<file path="config.mk">
export PLATFORM = sky130hd
export DESIGN_NAME = m_store_buf
export DESIGN_NICKNAME = d
export VERILOG_FILES = /design/src/rtl/m_store_buf_pkg.sv /design/src/rtl/m_store_fmt.sv /design/src/rtl/m_store_buf.sv
export SDC_FILE = /design/constraint.sdc
export NUM_CORES = 1
export LEC_CHECK = 0
export CAP_MARGIN = 20
export CORE_MARGIN = 5
export CORE_UTILIZATION = 30
export CTS_CLUSTER_SIZE = 40
export DETAILED_ROUTE_END_ITERATION = 6
export SLEW_MARGIN = 15
export SYNTH_ARGS = -nofsm -noshare
export SYNTH_HDL_FRONTEND = slang
export SYNTH_SLANG_ARGS = --single-unit
</file>
<file path="constraint.sdc">
create_clock -name clk -period 5.9 [get_ports clk]
set_clock_uncertainty 0.05 [all_clocks]
set_input_delay 1.18 -clock clk [delete_from_list [all_inputs] [get_ports clk]]
set_output_delay 1.18 -clock clk [all_outputs]
set_load 0.05 [all_outputs]
</file>
<file path="src/rtl/m_store_buf_pkg.sv">
// Shared definitions for the M-stage store buffer: store-op codes,
// byte-enable constants and the layout of one buffered entry.
package m_store_buf_pkg;

  typedef enum logic [1:0] {
    OP_NONE = 2'b00,
    OP_SB   = 2'b01,
    OP_SH   = 2'b10,
    OP_SW   = 2'b11
  } store_op_e;

  localparam logic [3:0] BE_NONE    = 4'b0000;
  localparam logic [3:0] BE_BYTE0   = 4'b0001;
  localparam logic [3:0] BE_LO_HALF = 4'b0011;
  localparam logic [3:0] BE_HI_HALF = 4'b1100;
  localparam logic [3:0] BE_WORD    = 4'b1111;

  // One queued store; only the word address is kept because DM writes
  // are always word-aligned and the lane selection lives in byteen.
  typedef struct packed {
    logic [29:0] word_addr;
    logic [31:0] wdata;
    logic [3:0]  byteen;
    logic [31:0] pc;
  } sb_entry_t;

endpackage

</file>
<file path="src/rtl/m_store_fmt.sv">
// Combinational store formatter: maps op / low address bits / raw store
// data to byte enables, lane-replicated write data and a misalignment flag.
module m_store_fmt
  import m_store_buf_pkg::*;
(
  input  logic [1:0]  op,
  input  logic [1:0]  addr_lo,
  input  logic [31:0] wd,
  output logic [3:0]  byteen,
  output logic [31:0] wdata,
  output logic        misaligned
);

  // Decode op into lane enables and replicated data; NONE yields nothing.
  always_comb begin
    byteen     = BE_NONE;
    wdata      = 32'h0;
    misaligned = 1'b0;
    case (store_op_e'(op))
      OP_SB: begin
        byteen = BE_BYTE0 << addr_lo;
        wdata  = {4{wd[7:0]}};
      end
      OP_SH: begin
        byteen     = addr_lo[1] ? BE_HI_HALF : BE_LO_HALF;
        wdata      = {2{wd[15:0]}};
        misaligned = addr_lo[0];
      end
      OP_SW: begin
        byteen     = BE_WORD;
        wdata      = wd;
        misaligned = (addr_lo != 2'b00);
      end
      default: begin
        byteen     = BE_NONE;
        wdata      = 32'h0;
        misaligned = 1'b0;
      end
    endcase
  end

endmodule

</file>
<file path="src/rtl/m_store_buf.sv">
// M-stage store buffer: formats sb/sh/sw into word-aligned writes, queues
// them in a DEPTH-entry FIFO draining to the data memory, stalls M when
// full, flags misaligned stores and detects loads aliasing buffered words.
//
// DM handshake: dm_valid/dm_ready is a strict valid/ready pair. The head
// entry transfers on a cycle where both are high; while dm_valid is high
// and dm_ready is low, every dm_* output holds its value. dm_valid never
// depends on dm_ready.
//
// DEPTH must be 2, 4 or 8 so pointers wrap naturally at their width.
module m_store_buf
  import m_store_buf_pkg::*;
#(
  parameter int DEPTH = 2
) (
  input  logic        clk,
  input  logic        reset,
  input  logic        M_store_valid,
  input  logic [1:0]  M_store_op,
  input  logic [31:0] M_addr,
  input  logic [31:0] M_WD,
  input  logic [31:0] M_PC,
  input  logic        M_load_valid,
  input  logic [31:0] M_load_addr,
  output logic        M_stall,
  output logic        M_load_hit,
  output logic        M_ades,
  output logic        dm_valid,
  input  logic        dm_ready,
  output logic [31:0] dm_addr,
  output logic [31:0] dm_wdata,
  output logic [3:0]  dm_byteen,
  output logic [31:0] dm_pc,
  output logic [3:0]  buf_count
);

  localparam int         PW        = $clog2(DEPTH);
  localparam logic [3:0] DEPTH_CNT = 4'(DEPTH);

  sb_entry_t         mem [DEPTH];
  logic [PW-1:0]     rd_ptr;
  logic [PW-1:0]     wr_ptr;
  logic [3:0]        count;

  logic [3:0]        fmt_byteen;
  logic [31:0]       fmt_wdata;
  logic              fmt_misaligned;

  logic              req;
  logic              push;
  logic              pop;
  logic              head_valid;
  logic              full;
  sb_entry_t         head;
  sb_entry_t         new_entry;
  logic              hit_any;
  logic [PW-1:0]     slot_off;

  // The byte offset of a load never matters to the word-level alias check.
  logic [1:0]        load_lo_unused;
  assign load_lo_unused = M_load_addr[1:0];

  m_store_fmt u_fmt (
    .op         (M_store_op),
    .addr_lo    (M_addr[1:0]),
    .wd         (M_WD),
    .byteen     (fmt_byteen),
    .wdata      (fmt_wdata),
    .misaligned (fmt_misaligned)
  );

  // Request qualification, push/pop decisions and the M-stage handshakes.
  // Every output is forced low while reset is asserted.
  always_comb begin
    full       = (count == DEPTH_CNT);
    head_valid = !reset && (count != 4'd0);
    pop        = head_valid && dm_ready;
    req        = !reset && M_store_valid &&
                 (M_store_op != OP_NONE) && !fmt_misaligned;
    push       = req && (!full || pop);
    M_stall    = req && full && !pop;
    M_ades     = !reset && M_store_valid && fmt_misaligned;
    new_entry  = '{word_addr: M_addr[31:2], wdata: fmt_wdata,
                   byteen: fmt_byteen, pc: M_PC};
  end

  // Head entry drives DM; it is registered, so a push into an empty
  // buffer shows up on dm_* one cycle later.
  always_comb begin
    head      = mem[rd_ptr];
    dm_valid  = head_valid;
    dm_addr   = reset ? 32'h0 : {head.word_addr, 2'b00};
    dm_wdata  = reset ? 32'h0 : head.wdata;
    dm_byteen = reset ? 4'h0  : head.byteen;
    dm_pc     = reset ? 32'h0 : head.pc;
    buf_count = reset ? 4'h0  : count;
  end

  // Alias check of the incoming load against every occupied entry; an
  // entry leaving this cycle is still occupied and still counts.
  always_comb begin
    hit_any  = 1'b0;
    slot_off = '0;
    for (int i = 0; i < DEPTH; i++) begin
      slot_off = PW'(i) - rd_ptr;
      if ((4'(slot_off) < count) &&
          (mem[i].word_addr == M_load_addr[31:2]))
        hit_any = 1'b1;
    end
    M_load_hit = !reset && M_load_valid && hit_any;
  end

  // FIFO state: storage, pointers and occupancy. Reset discards everything.
  always_ff @(posedge clk) begin
    if (reset) begin
      rd_ptr <= '0;
      wr_ptr <= '0;
      count  <= 4'd0;
      for (int i = 0; i < DEPTH; i++)
        mem[i] <= '0;
    end else begin
      if (push) begin
        mem[wr_ptr] <= new_entry;
        wr_ptr      <= wr_ptr + PW'(1);
      end
      if (pop)
        rd_ptr <= rd_ptr + PW'(1);
      case ({push, pop})
        2'b10:   count <= count + 4'd1;
        2'b01:   count <= count - 4'd1;
        default: count <= count;
      endcase
    end
  end

endmodule
</file>
==> results of run 1 <==
-- per-layer routing --
metal	vias up	share of wire, %	global-route usage (%)
met4	0	1.5	3.15
met1	3510	43	19.6
met3	31	5.9	3.12
li1	3463	-	-
met2	186	49	25.1
met5	-	0	0
-- through the flow --
stage	hold slack (ns)	cells	cell area (sq um)	power [mW]	util [%]
floorplan	0.429	860	10300	2.30	-
global placement	0.480	1510	13100	2.63	39.1
detailed placement	0.495	1510	13100	2.64	39.1
CTS	0.501	1555	13900	4.09	41.4
global route	0.539	1555	13900	4.21	41.4
finish	0.495	1555	13900	4.04	41.4
-- cell families after synthesis --
logic type	synth area share [%]
and+or+nand+nor	18.8
DFF	58.8
muxes	11.4
xor gates and xnor gates	5.30
buffers and inverters	2.42
AOI/OAI and AO/OA	3.12
adders and majority gates	0.122
other	0.0366
-- tightest hold or removal path, cell delays in order, from the launching register on --
cell	delay, ns
dfxtp_1	0.35
nand3b_1	0.10
nand2_1	0.05
-- flip-flops by register name, summed over array words and instances, names as in the netlist, named ones only --
name	count
mem	196
count	4
rd_ptr	1
wr_ptr	1
-- area by class of cell --
class | instances | area (sq um) | area share, %
Clock buffer | 28 | 637 | 4.58
Clock inverter | 17 | 128 | 0.918
Inverter | 2 | 7.51 | 0.0540
Multi-Input combinational cell | 602 | 4000 | 28.8
Sequential cell | 203 | 6030 | 43.4
Tap cell | 448 | 561 | 4.03
Timing Repair Buffer | 255 | 2540 | 18.3
-- cell usage in the layout, fill, tap and decap left out, types with 5 or more instances in the layout --
cell,count
nor2_1,165
mux2_2,17
buf_4,16
a21boi_0,9
nor2b_1,6
xnor2_1,62
clkinv_1,10
a22oi_1,8
and2_1,142
mux2i_1,98
a21oi_1,16
nor4_1,5
nand4_1,17
dfxtp_1,6
edfxtp_1,196
nand2_1,14
clkbuf_16,25
clkdlybuf4s50_1,236
o21ai_0,7
-- worst paths after layout --
path,endpoint,slack (ns),cells after the start
setup reg to reg,mem[1][56]$_SDFFCE_PN0P_,3.21,7
hold reg to reg,wr_ptr$_SDFFE_PP0P_,0.50,2
hold / removal,wr_ptr$_SDFFE_PP0P_,0.50,2
setup / recovery,M_load_hit,0.98,7
-- power groups by stage --
stage | Combinational, mW | Sequential, mW | Clock (mW)
3_3_place_gp | 0.882 | 1.75 | 0
6_report | 0.877 | 1.72 | 1.44
2_1_floorplan | 0.569 | 1.73 | 0
3_5_place_dp | 0.885 | 1.76 | 0
5_1_grt | 0.934 | 1.73 | 1.54
4_1_cts | 0.889 | 1.73 | 1.47
==> impl_metrics.toml, run 1 <==
[status]
status = "completed"

[setup_path]
cpPeakStageDelay_ns = 0.83
regToRegStartpoint = "count[0]$_SDFFE_PP0P_"
crit_path_end_kind = "primary output"
cp-start-kind = "input pin"
crit_path_max_fanout = 2
crit_start = "M_load_addr[4]"
critPathKind = "in -> out"
worstPathCellList = "clkdlybuf4s50_1, xnor2_1, nand4_1, nor4_1, nand4_1, a21oi_1, clkdlybuf4s50_1"
required_ns = 4.67
crit_family = "buffers and inverters"
cpMaxStageDelayCell = "clkdlybuf4s50_1"
cp.arrival_ns = 3.69
crit_buf_inv = 2

[clock_network]
root_buffer = "clkbuf_16"
clock_latency_ns = 0.51
cts_resized = 0
cts.sinks = 203
cts_tree = "yes"
h-tree-depth = 1
cts_buffers = 25
cts.clk_slew.worst_paths_ns = 0.05
hold_buffers = 0
postCtsSetupBuffers = 0
cts_max_path_buffers = 3

[sta]
slew_viol_final = 0
relSlewSlack_pct = 33.7
grt_setup_unrepaired = "no"
timing.final.hold_violations = 0
finalSetupViolCount = 0
layout_min_cycle_time_ns = 4.92
tightest_slew_ns = 0.970
max_freq_mhz = 203
setup_ws_ns = 0.980
setup_tns_ns = 0
period_share_pct = 83.4

[power]
power.internal_mw = 2.87
switching_power_mw = 1.17
seqPwrFrac_pct = 42.7
combinationalPowerShare_pct = 21.7
cellPowerDensity_nw_per_um2 = 290
power_frac_clock_pct = 35.6
peakVddDrop_mv = 0.161
swShare_pct = 28.9
p_leak_nw = 4.79

[final_layout]
antenna_cells = 0
syn_to_final_growth_pct = 35.7
nets = 1225
final.fill_count = 3212
drive_above_1_share_pct = 7.14

[global_routing]
grt_start_max_net_pins = 81
grt_first_pass_wirelength_um = 44600
overflow = 0
grt_pass1_vias = 7364
gr-usage-all-layers_pct = 14.8
antenna_found_initial = 0

[synth]
async_flop_share_pct = 0
yosys.cell_count.top_type = "edfxtp_1"
synth_seq_area_share_pct = 58.8
synth_cells = 859
synth_commonest_cells = "edfxtp_1, nor2_1, and2_1"
synth_edf_count = 196
yosysTopAreaCell = "edfxtp_1"
syn_area_sq_um = 10300
ys_types = 44
synth_top_cell_area_share_pct = 57.4
yosysWarnings = 0
yosys_register_bits = 203
synth.avg_cell_area_sq_um = 11.9
synthFlopType = "edfxtp_1"
synth.area.top_cells = "edfxtp_1, mux2i_1, and2_1"

[floorplanning]
die_width_um = 195
die_area_sq_um = 38000
fp.dieH_um = 195
num_rows = 67
io_pins = 243
core_area_sq_um = 33600
start_util_pct = 30.5

[place]
gp_congestion = 0.797
port_buffers = 238
pre_cts_ws_ns = 0.997
dp_hpwl_um = 20000

[drt]
wl_per_cell_um = 18.7
drt-pass1-iter-count = 4
postRouteAntennaNets = 0
first_iter_violations = 327
dr_total_vias = 7190
vias_per_cell = 4.62
post-route-drc-count = 0
drt_wl_total_um = 29100

[job]
drv_cap = 0

[hold_path]
hold_path.startpoint = "wr_ptr$_SDFFE_PP0P_"
hold_path.class = "reg -> reg"
(Power assumes the default switching activity.)
==> inputs of run 2 (changes only) <==
- clock period: 5.9 -> 4.3 ns (I/O delays scaled with it)
==> run 2 against run 1 <==
Largest power group unchanged. Die area unchanged. Final area increased by 0.74%. Total power up 36%. Register-to-register slack got worse by 1.3 ns. Wire length is essentially flat. Combinational power increased by 40%. Count of clock-buffer cells in the layout up 4. Non-clock buffer count is 5 higher.
==> impl_metrics.toml, run 2 (synthesis results as in run 1) <==
[power]
cellPowerDensity_nw_per_um2 = 393
power_frac_clock_pct = 34.8
power.internal_mw = 3.90
combinationalPowerShare_pct = 22.4
switching_power_mw = 1.60
swShare_pct = 29.1
p_leak_nw = 4.84
total_power_mw = 5.51
seqPwrFrac_pct = 42.8
peakVddDrop_mv = 0.311

[setup_path]
required_ns = 3.39
cp.arrival_ns = 2.83
worstPathCellList = "clkdlybuf4s50_1, xnor2_1, nand4_1, nor4_1, nand4_1, a21oi_1, buf_12"
cpPeakStageDelay_ns = 0.52
critPathKind = "in -> out"
crit_path_end_kind = "primary output"
crit_top_cell = "nand4_1"
cp-start-kind = "input pin"
cpMaxStageDelayCell = "clkdlybuf4s50_1"
crit_path_max_fanout = 2

[clock_network]
postCtsSetupBuffers = 0
h-tree-depth = 1
cts.sinks = 203
hold_buffers = 0
cts_max_path_buffers = 3
cts_buffers = 25
cts.clk_slew.worst_paths_ns = 0.05
clock_latency_ns = 0.51
cts_tree = "yes"
cts_resized = 0
root_buffer = "clkbuf_16"

[global_routing]
overflow = 0
grt.met3_usage_pct = 2.84
met1_usage_pct = 19.8
gr-usage-all-layers_pct = 14.8
busiest_layer = "met2"
antenna_found_initial = 0
grt.met2_usage_pct = 24.5
grt_pass1_vias = 7410
grt_first_pass_wirelength_um = 44400
grt_start_max_net_pins = 58

[final_layout]
multi_input_area_sq_um = 4000
largest_reg_flops = 196
reg_top3 = "mem (196), count (4)"
drive_above_1_share_pct = 7.57
top_register = "mem"
layout_commonest_cell = "clkdlybuf4s50_1"
final_cell_mix = "clkdlybuf4s50_1, edfxtp_1, nor2_1"
syn_to_final_growth_pct = 36.7
seqCellArea_sq_um = 6030
antenna_cells = 0
final.fill_count = 3192
nets = 1230

[place]
port_buffers = 238
dp_hpwl_um = 20200
gp_congestion = 0.796

[sta]
setup_tns_ns = 0
tightest_slew_ns = 0.961
max_freq_mhz = 267
finalSetupViolCount = 0
grt_setup_unrepaired = "no"
period_share_pct = 87.1
slew_viol_final = 0
timing.final.hold_violations = 0
relSlewSlack_pct = 34.3
layout_min_cycle_time_ns = 3.74

[floorplanning]
core_area_sq_um = 33600
die_area_sq_um = 38000
start_util_pct = 30.5
num_rows = 67
die_width_um = 195
io_pins = 243
fp.dieH_um = 195

[hold_path]
hold_path.class = "reg -> reg"

[drt]
dr_total_vias = 7207
post-route-drc-count = 0
drt_wl_total_um = 29100
drt-pass1-iter-count = 4
first_iter_violations = 323
vias_per_cell = 4.63
postRouteAntennaNets = 0
wl_per_cell_um = 18.7

[job]
drv_cap = 0

[status]
status = "completed"
run 2: critical path, delay by kind of cell:
| kind | cells | cell delay (ns) |
|---|---|---|
| buffers and inverters | 2 | 0.70 |
| AOI/OAI and AO/OA | 1 | 0.27 |
| and+or+nand+nor | 3 | 0.84 |
| xor gates and xnor gates | 1 | 0.16 |
run 2: final cells by class:
type,instances,share of cell area [%]
inverters,2,0.0536
flip-flops and latches,203,43.0
repair buffers,260,19.1
clock inverters,11,0.589
well taps,448,4.00
multi-input cells,602,28.6
clock buffers,32,4.65
run 2: power groups by stage:
| stage | clock [mW] | combinational (mW) | sequential, mW |
|---|---|---|---|
| after floorplan | 0 | 0.781 | 2.36 |
| after global routing | 2.05 | 1.31 | 2.37 |
| after detailed placement | 0 | 1.25 | 2.40 |
| after global placement | 0 | 1.25 | 2.39 |
| final | 1.91 | 1.23 | 2.36 |
| after CTS | 1.97 | 1.25 | 2.36 |
run 2: worst paths after layout:
kind              depth (start not counted)             startpoint               endpoint  slack, ns
setup / recovery                          7        M_load_addr[12]             M_load_hit       0.56
hold / removal                            2    wr_ptr$_SDFFE_PP0P_    wr_ptr$_SDFFE_PP0P_       0.50
setup reg to reg                         10  count[1]$_SDFFE_PP0P_  count[2]$_SDFFE_PP0P_       1.89
hold reg to reg                           2    wr_ptr$_SDFFE_PP0P_    wr_ptr$_SDFFE_PP0P_       0.50
run 2: metrics by stage:
step	area, sq um	instances	utilization [%]	hold slack, ns	setup slack, ns
3_3_place_gp	13300	1515	39.5	0.474	0.564
5_1_grt	14000	1558	41.7	0.511	0.440
2_1_floorplan	10300	860	-	0.429	0.765
4_1_cts	14000	1558	41.7	0.495	0.559
3_5_place_dp	13300	1515	39.5	0.485	0.576
6_report	14000	1558	41.7	0.496	0.557
run 2: routing by layer:
metal | vias up | share of wire (%) | wire (um)
met5 | - | 0 | 0
met4 | 0 | 2.8 | 808
met3 | 49 | 5.1 | 1490
met2 | 188 | 48 | 14000
met1 | 3489 | 44 | 12800
li1 | 3481 | - | -
